### src/rtl/fetch_unit.sv
// Instruction fetch stage: issues sequential word fetches under a credit limit,
// buffers returned words with their PC and streams them to the decoder.
module fetch_unit #(
  parameter int                ADDR_W   = 32,
  parameter logic [ADDR_W-1:0] RESET_PC = '0,
  parameter int                DEPTH    = 2
) (
  input  logic              clk,
  input  logic              rst_n,
  output logic              imem_req_valid,
  input  logic              imem_req_ready,
  output logic [ADDR_W-1:0] imem_req_addr,
  input  logic              imem_rsp_valid,
  input  logic [31:0]       imem_rsp_data,
  input  logic              redirect_valid,
  input  logic [ADDR_W-1:0] redirect_pc,
  output logic              instr_valid,
  input  logic              instr_ready,
  output logic [31:0]       instr,
  output logic [ADDR_W-1:0] instr_pc
);

  localparam int CW = $clog2(DEPTH) + 1;
  localparam int PW = $clog2(DEPTH);

  logic [ADDR_W-1:0] fetch_pc_q, fetch_pc_d;
  logic [ADDR_W-1:0] rsp_pc_q, rsp_pc_d;
  logic [CW-1:0]     count_q, count_d;
  logic [CW-1:0]     outstanding_q, outstanding_d;
  logic [CW-1:0]     drop_cnt_q, drop_cnt_d;
  logic [PW-1:0]     rd_ptr_q, rd_ptr_d;
  logic [PW-1:0]     wr_ptr_q, wr_ptr_d;

  logic [ADDR_W-1:0] fifo_pc_q   [DEPTH];
  logic [31:0]       fifo_data_q [DEPTH];

  logic              fire;
  logic              push;
  logic              pop;
  logic [CW:0]       inflight;
  logic [ADDR_W-1:0] redirect_aligned;

  // Credits cover both in-flight requests and buffered words, so a push never overflows.
  assign inflight         = {1'b0, outstanding_q} + {1'b0, count_q};
  assign imem_req_valid   = rst_n && !redirect_valid && (inflight < (CW+1)'(DEPTH));
  assign imem_req_addr    = fetch_pc_q;
  assign fire             = imem_req_valid && imem_req_ready;
  assign redirect_aligned = redirect_pc & ~ADDR_W'(3);

  assign instr_valid = (count_q != '0);
  assign instr       = instr_valid ? fifo_data_q[rd_ptr_q] : '0;
  assign instr_pc    = instr_valid ? fifo_pc_q[rd_ptr_q]   : '0;

  assign push = imem_rsp_valid && !redirect_valid && (drop_cnt_q == '0);
  assign pop  = instr_valid && instr_ready && !redirect_valid;

  always_comb begin
    fetch_pc_d    = fetch_pc_q;
    rsp_pc_d      = rsp_pc_q;
    count_d       = count_q;
    drop_cnt_d    = drop_cnt_q;
    rd_ptr_d      = rd_ptr_q;
    wr_ptr_d      = wr_ptr_q;
    outstanding_d = outstanding_q + CW'(fire) - CW'(imem_rsp_valid);

    if (redirect_valid) begin
      // Everything still in flight after this cycle belongs to the old path.
      fetch_pc_d = redirect_aligned;
      rsp_pc_d   = redirect_aligned;
      drop_cnt_d = outstanding_q - CW'(imem_rsp_valid);
      count_d    = '0;
      rd_ptr_d   = '0;
      wr_ptr_d   = '0;
    end else begin
      if (fire) begin
        fetch_pc_d = fetch_pc_q + ADDR_W'(4);
      end
      if (imem_rsp_valid && (drop_cnt_q != '0)) begin
        drop_cnt_d = drop_cnt_q - CW'(1);
      end
      if (push) begin
        rsp_pc_d = rsp_pc_q + ADDR_W'(4);
        wr_ptr_d = wr_ptr_q + PW'(1);
      end
      if (pop) begin
        rd_ptr_d = rd_ptr_q + PW'(1);
      end
      count_d = count_q + CW'(push) - CW'(pop);
    end
  end

  always_ff @(posedge clk or negedge rst_n) begin
    if (!rst_n) begin
      fetch_pc_q    <= RESET_PC;
      rsp_pc_q      <= RESET_PC;
      count_q       <= '0;
      outstanding_q <= '0;
      drop_cnt_q    <= '0;
      rd_ptr_q      <= '0;
      wr_ptr_q      <= '0;
    end else begin
      fetch_pc_q    <= fetch_pc_d;
      rsp_pc_q      <= rsp_pc_d;
      count_q       <= count_d;
      outstanding_q <= outstanding_d;
      drop_cnt_q    <= drop_cnt_d;
      rd_ptr_q      <= rd_ptr_d;
      wr_ptr_q      <= wr_ptr_d;
    end
  end

  // Entry storage needs no reset: outputs are masked to zero while empty.
  always_ff @(posedge clk) begin
    if (push) begin
      fifo_pc_q[wr_ptr_q]   <= rsp_pc_q;
      fifo_data_q[wr_ptr_q] <= imem_rsp_data;
    end
  end

endmodule
### config.mk
export PLATFORM = sky130hd
export DESIGN_NAME = fetch_unit
export DESIGN_NICKNAME = d
export VERILOG_FILES = /design/src/rtl/fetch_unit.sv
export SDC_FILE = /design/constraint.sdc
export NUM_CORES = 1
export LEC_CHECK = 0
export CAP_MARGIN = 5
export CORE_MARGIN = 2
export CORE_UTILIZATION = 47
export CTS_CLUSTER_DIAMETER = 60
export CTS_CLUSTER_SIZE = 24
export DETAILED_ROUTE_END_ITERATION = 6
export PLACE_DENSITY = 0.76
export SLEW_MARGIN = 20
export SYNTH_ARGS = -nofsm -noshare
export SYNTH_HDL_FRONTEND = slang
export SYNTH_SLANG_ARGS = --single-unit
### constraint.sdc
create_clock -name clk -period 3.8 [get_ports clk]
set_clock_uncertainty 0.05 [all_clocks]
set_input_delay 0.95 -clock clk [delete_from_list [all_inputs] [get_ports clk]]
set_output_delay 0.95 -clock clk [all_outputs]
set_load 0.005 [all_outputs]
==> results.txt <==
Finished Cell Area -> 11100 µm²
Nets -> 938
Overall Global Routing Usage -> 20.1%
R2R depth -> 10
WP data arrival -> 2390 ps
Crit path kind -> flop to output pin
HP Class -> input pin to asynchronous set/reset pin
Initial antenna violation count -> 0
Final setup fails -> 0
Area delta synth->final -> 28.6%
Max frequency -> 295 MHz
First drt pass iteration count -> 6
Vias in the first global route -> 5799
First DRT Iteration DRCs -> 373
Vias per inst -> 5.47
CTS Buf Count -> 17
Slew headroom -> 41.7%
Antenna-violating nets left -> 0
Initial Util -> 47.9%
First-pass GRT wire length -> 30.7 mm
Hold-fix buffer count after cts -> 0
Clock Path Buffers -> 2
Drt drc -> 0
Required @ worst endpoint -> 2800 ps
# fillers -> 1429
GP Congestion -> 0.903
Commonest non-fill, non-tap cell in the layout -> clkdlybuf4s50_1
Leak pwr -> 0.00387 µW
Synth top area cells -> edfxtp_1 (43%), dfrtp_1 (20%), mux2i_1 (7.6%), nor2_1 (4.0%), xnor2_1 (2.7%)
Syn_area_per_cell -> 12.3 µm²
Post-synth design cell area -> 8610 µm²
Setup crit end kind -> output pin
Leading area contributor after synthesis -> edfxtp_1
Tightest Pin Transition -> 874 ps
Site Rows -> 49
Cts repair resizes -> 0
Clock transition at the registers of the reported paths -> 70 ps
WHS -> 270 ps
Critical Path Source Type -> flop
Final Cycle Share -> 89.3%
Fin cells -> 1101
Die Ht -> 139 µm
Final worst path period need -> 3390 ps
Peak supply drop -> 0.000355 V
Outcome -> completed
Worst skew pair latency -> 430 ps
Post-Synthesis Cells -> 699
Width of the chip -> 139 µm
Max Cap Violations -> 0
Synth warn -> 0
Pin count of the biggest net entering global routing -> 68
Peak fanout along the critical path -> 4
Drt total wl -> 19.0 mm
CTS tree -> yes
Core area -> 18000 µm²
FF+latch count, synth -> 192
Area post-placement -> 10500 µm²
Routed WL per cell -> 17.3 µm
Post-synth top area share -> 43.2%
Ant diodes -> 0
PD cells -> 504 nW/µm²
Setup bufs post-CTS -> 0
CTS H-tree lvls -> 4
Global route overflow -> 0
Share of cells above drive strength 1 -> 7.57%
Sequential share of the synthesized area -> 63.0%
Clock sinks -> 192
Cell variety after synth -> 47
Detailed placement HPWL -> 12.9 mm
Vias -> 6027
I/O pin count -> 168
Most frequent cells in the layout -> clkdlybuf4s50_1 (159), edfxtp_1 (124), nor2_1 (89), dfrtp_1 (67), mux2i_1 (65)
Final hold vios -> 0
Die area -> 19400 µm²
Root buffer cell -> clkbuf_16
RSZ-0062 raised after global routing -> false
Slew Limit Fails -> 0
Placed cells -> 1069
Port Buffers -> 161
-- stage by stage --
step	total power (µW)	util, %	setup TNS [ps]	worst slack, ps
final	5590	61.6	0	407
after global placement	3900	58.5	0	645
after detailed placement	3940	58.5	0	639
after floorplan	3270	-	-4820	-38.9
after CTS	5650	61.6	0	360
after global routing	5880	61.6	0	285
-- critical path: stages, from the launching register on --
cell and delay, ps:
dfrtp_1 420, and2_1 160, fa_1 480, nor4b_4 330, clkdlybuf4s50_1 560
-- layer usage --
metal  part of all wire (%)  track usage (%)  vias up
li1                       -                -     2878
met1                     45             29.1     2877
met2                     46             30.3      248
met3                    7.3             4.75       24
met4                    1.6             5.90        0
met5                      0                0        -
-- layout make-up --
| type | count | area, µm² | share of cell area [%] |
|---|---|---|---|
| clock buffer | 18 | 429 | 3.88 |
| clock inverter | 14 | 134 | 1.21 |
| multi-input combinational | 454 | 2990 | 27.0 |
| inverter | 21 | 78.8 | 0.712 |
| sequential | 192 | 5430 | 49.0 |
| tap | 229 | 287 | 2.59 |
| timing repair buffer | 173 | 1730 | 15.6 |
-- where the power goes --
| part | total [µW] | switching, µW | internal (µW) |
|---|---|---|---|
| registers | 2650 | 213 | 2440 |
| logic | 1230 | 566 | 668 |
| clock network | 1700 | 784 | 916 |
-- logic make-up after synthesis --
logic type	share of synthesized area (%)
adder cells (fa/ha/maj)	1.40
buffers and inverters	2.69
multiplexers	7.95
AO/OA/AOI/OAI	6.26
AND/OR/NAND/NOR	14.7
XOR/XNOR	3.97
other	0.0436
flip-flops	63.0
-- cell usage after synthesis, drive strengths merged --
cell      n
nand2    54
a211oi    1
o31ai     1
and3      6
nor4b     1
mux2      3
o311ai    8
xor2     12
or4       3
nand3    31
clkbuf   26
nand2b    1
nor4     10
conb      1
inv      21
and4      5
and2      3
a22oi     3
nor3     15
buf       9
xnor2    27
a31o      3
fa        1
mux2i    65
a31oi     5
nand4    24
o31a      2
or3       1
o211ai   15
edfxtp  124
a21o      2
nor2     92
ha        8
or2       1
o21ai    38
a21oi     6
o221ai    1
nor2b     2
dfrtp    68
-- worst paths after layout --
path	startpoint	endpoint	slack [ps]
max in group asynchronous	rst_n	rd_ptr_q	2290
hold / removal	rst_n	imem_req_addr[23]	270
setup reg to reg	count_q[0]	outstanding_q[1]	1060
min in group clk	rsp_pc_q[24]	fifo_pc_q[0][24]	490
setup / recovery	count_q[0]	imem_req_valid	410
hold reg to reg	rsp_pc_q[24]	fifo_pc_q[0][24]	490
-- state kept, by name (all words and copies together), names as in the netlist --
name           cells
fifo_data_q       64
wr_ptr_q           1
imem_req_addr     30
outstanding_q      2
count_q            2
fifo_pc_q         60
drop_cnt_q         2
rd_ptr_q           1
rsp_pc_q          30
Power figures use the tool's default switching activity.
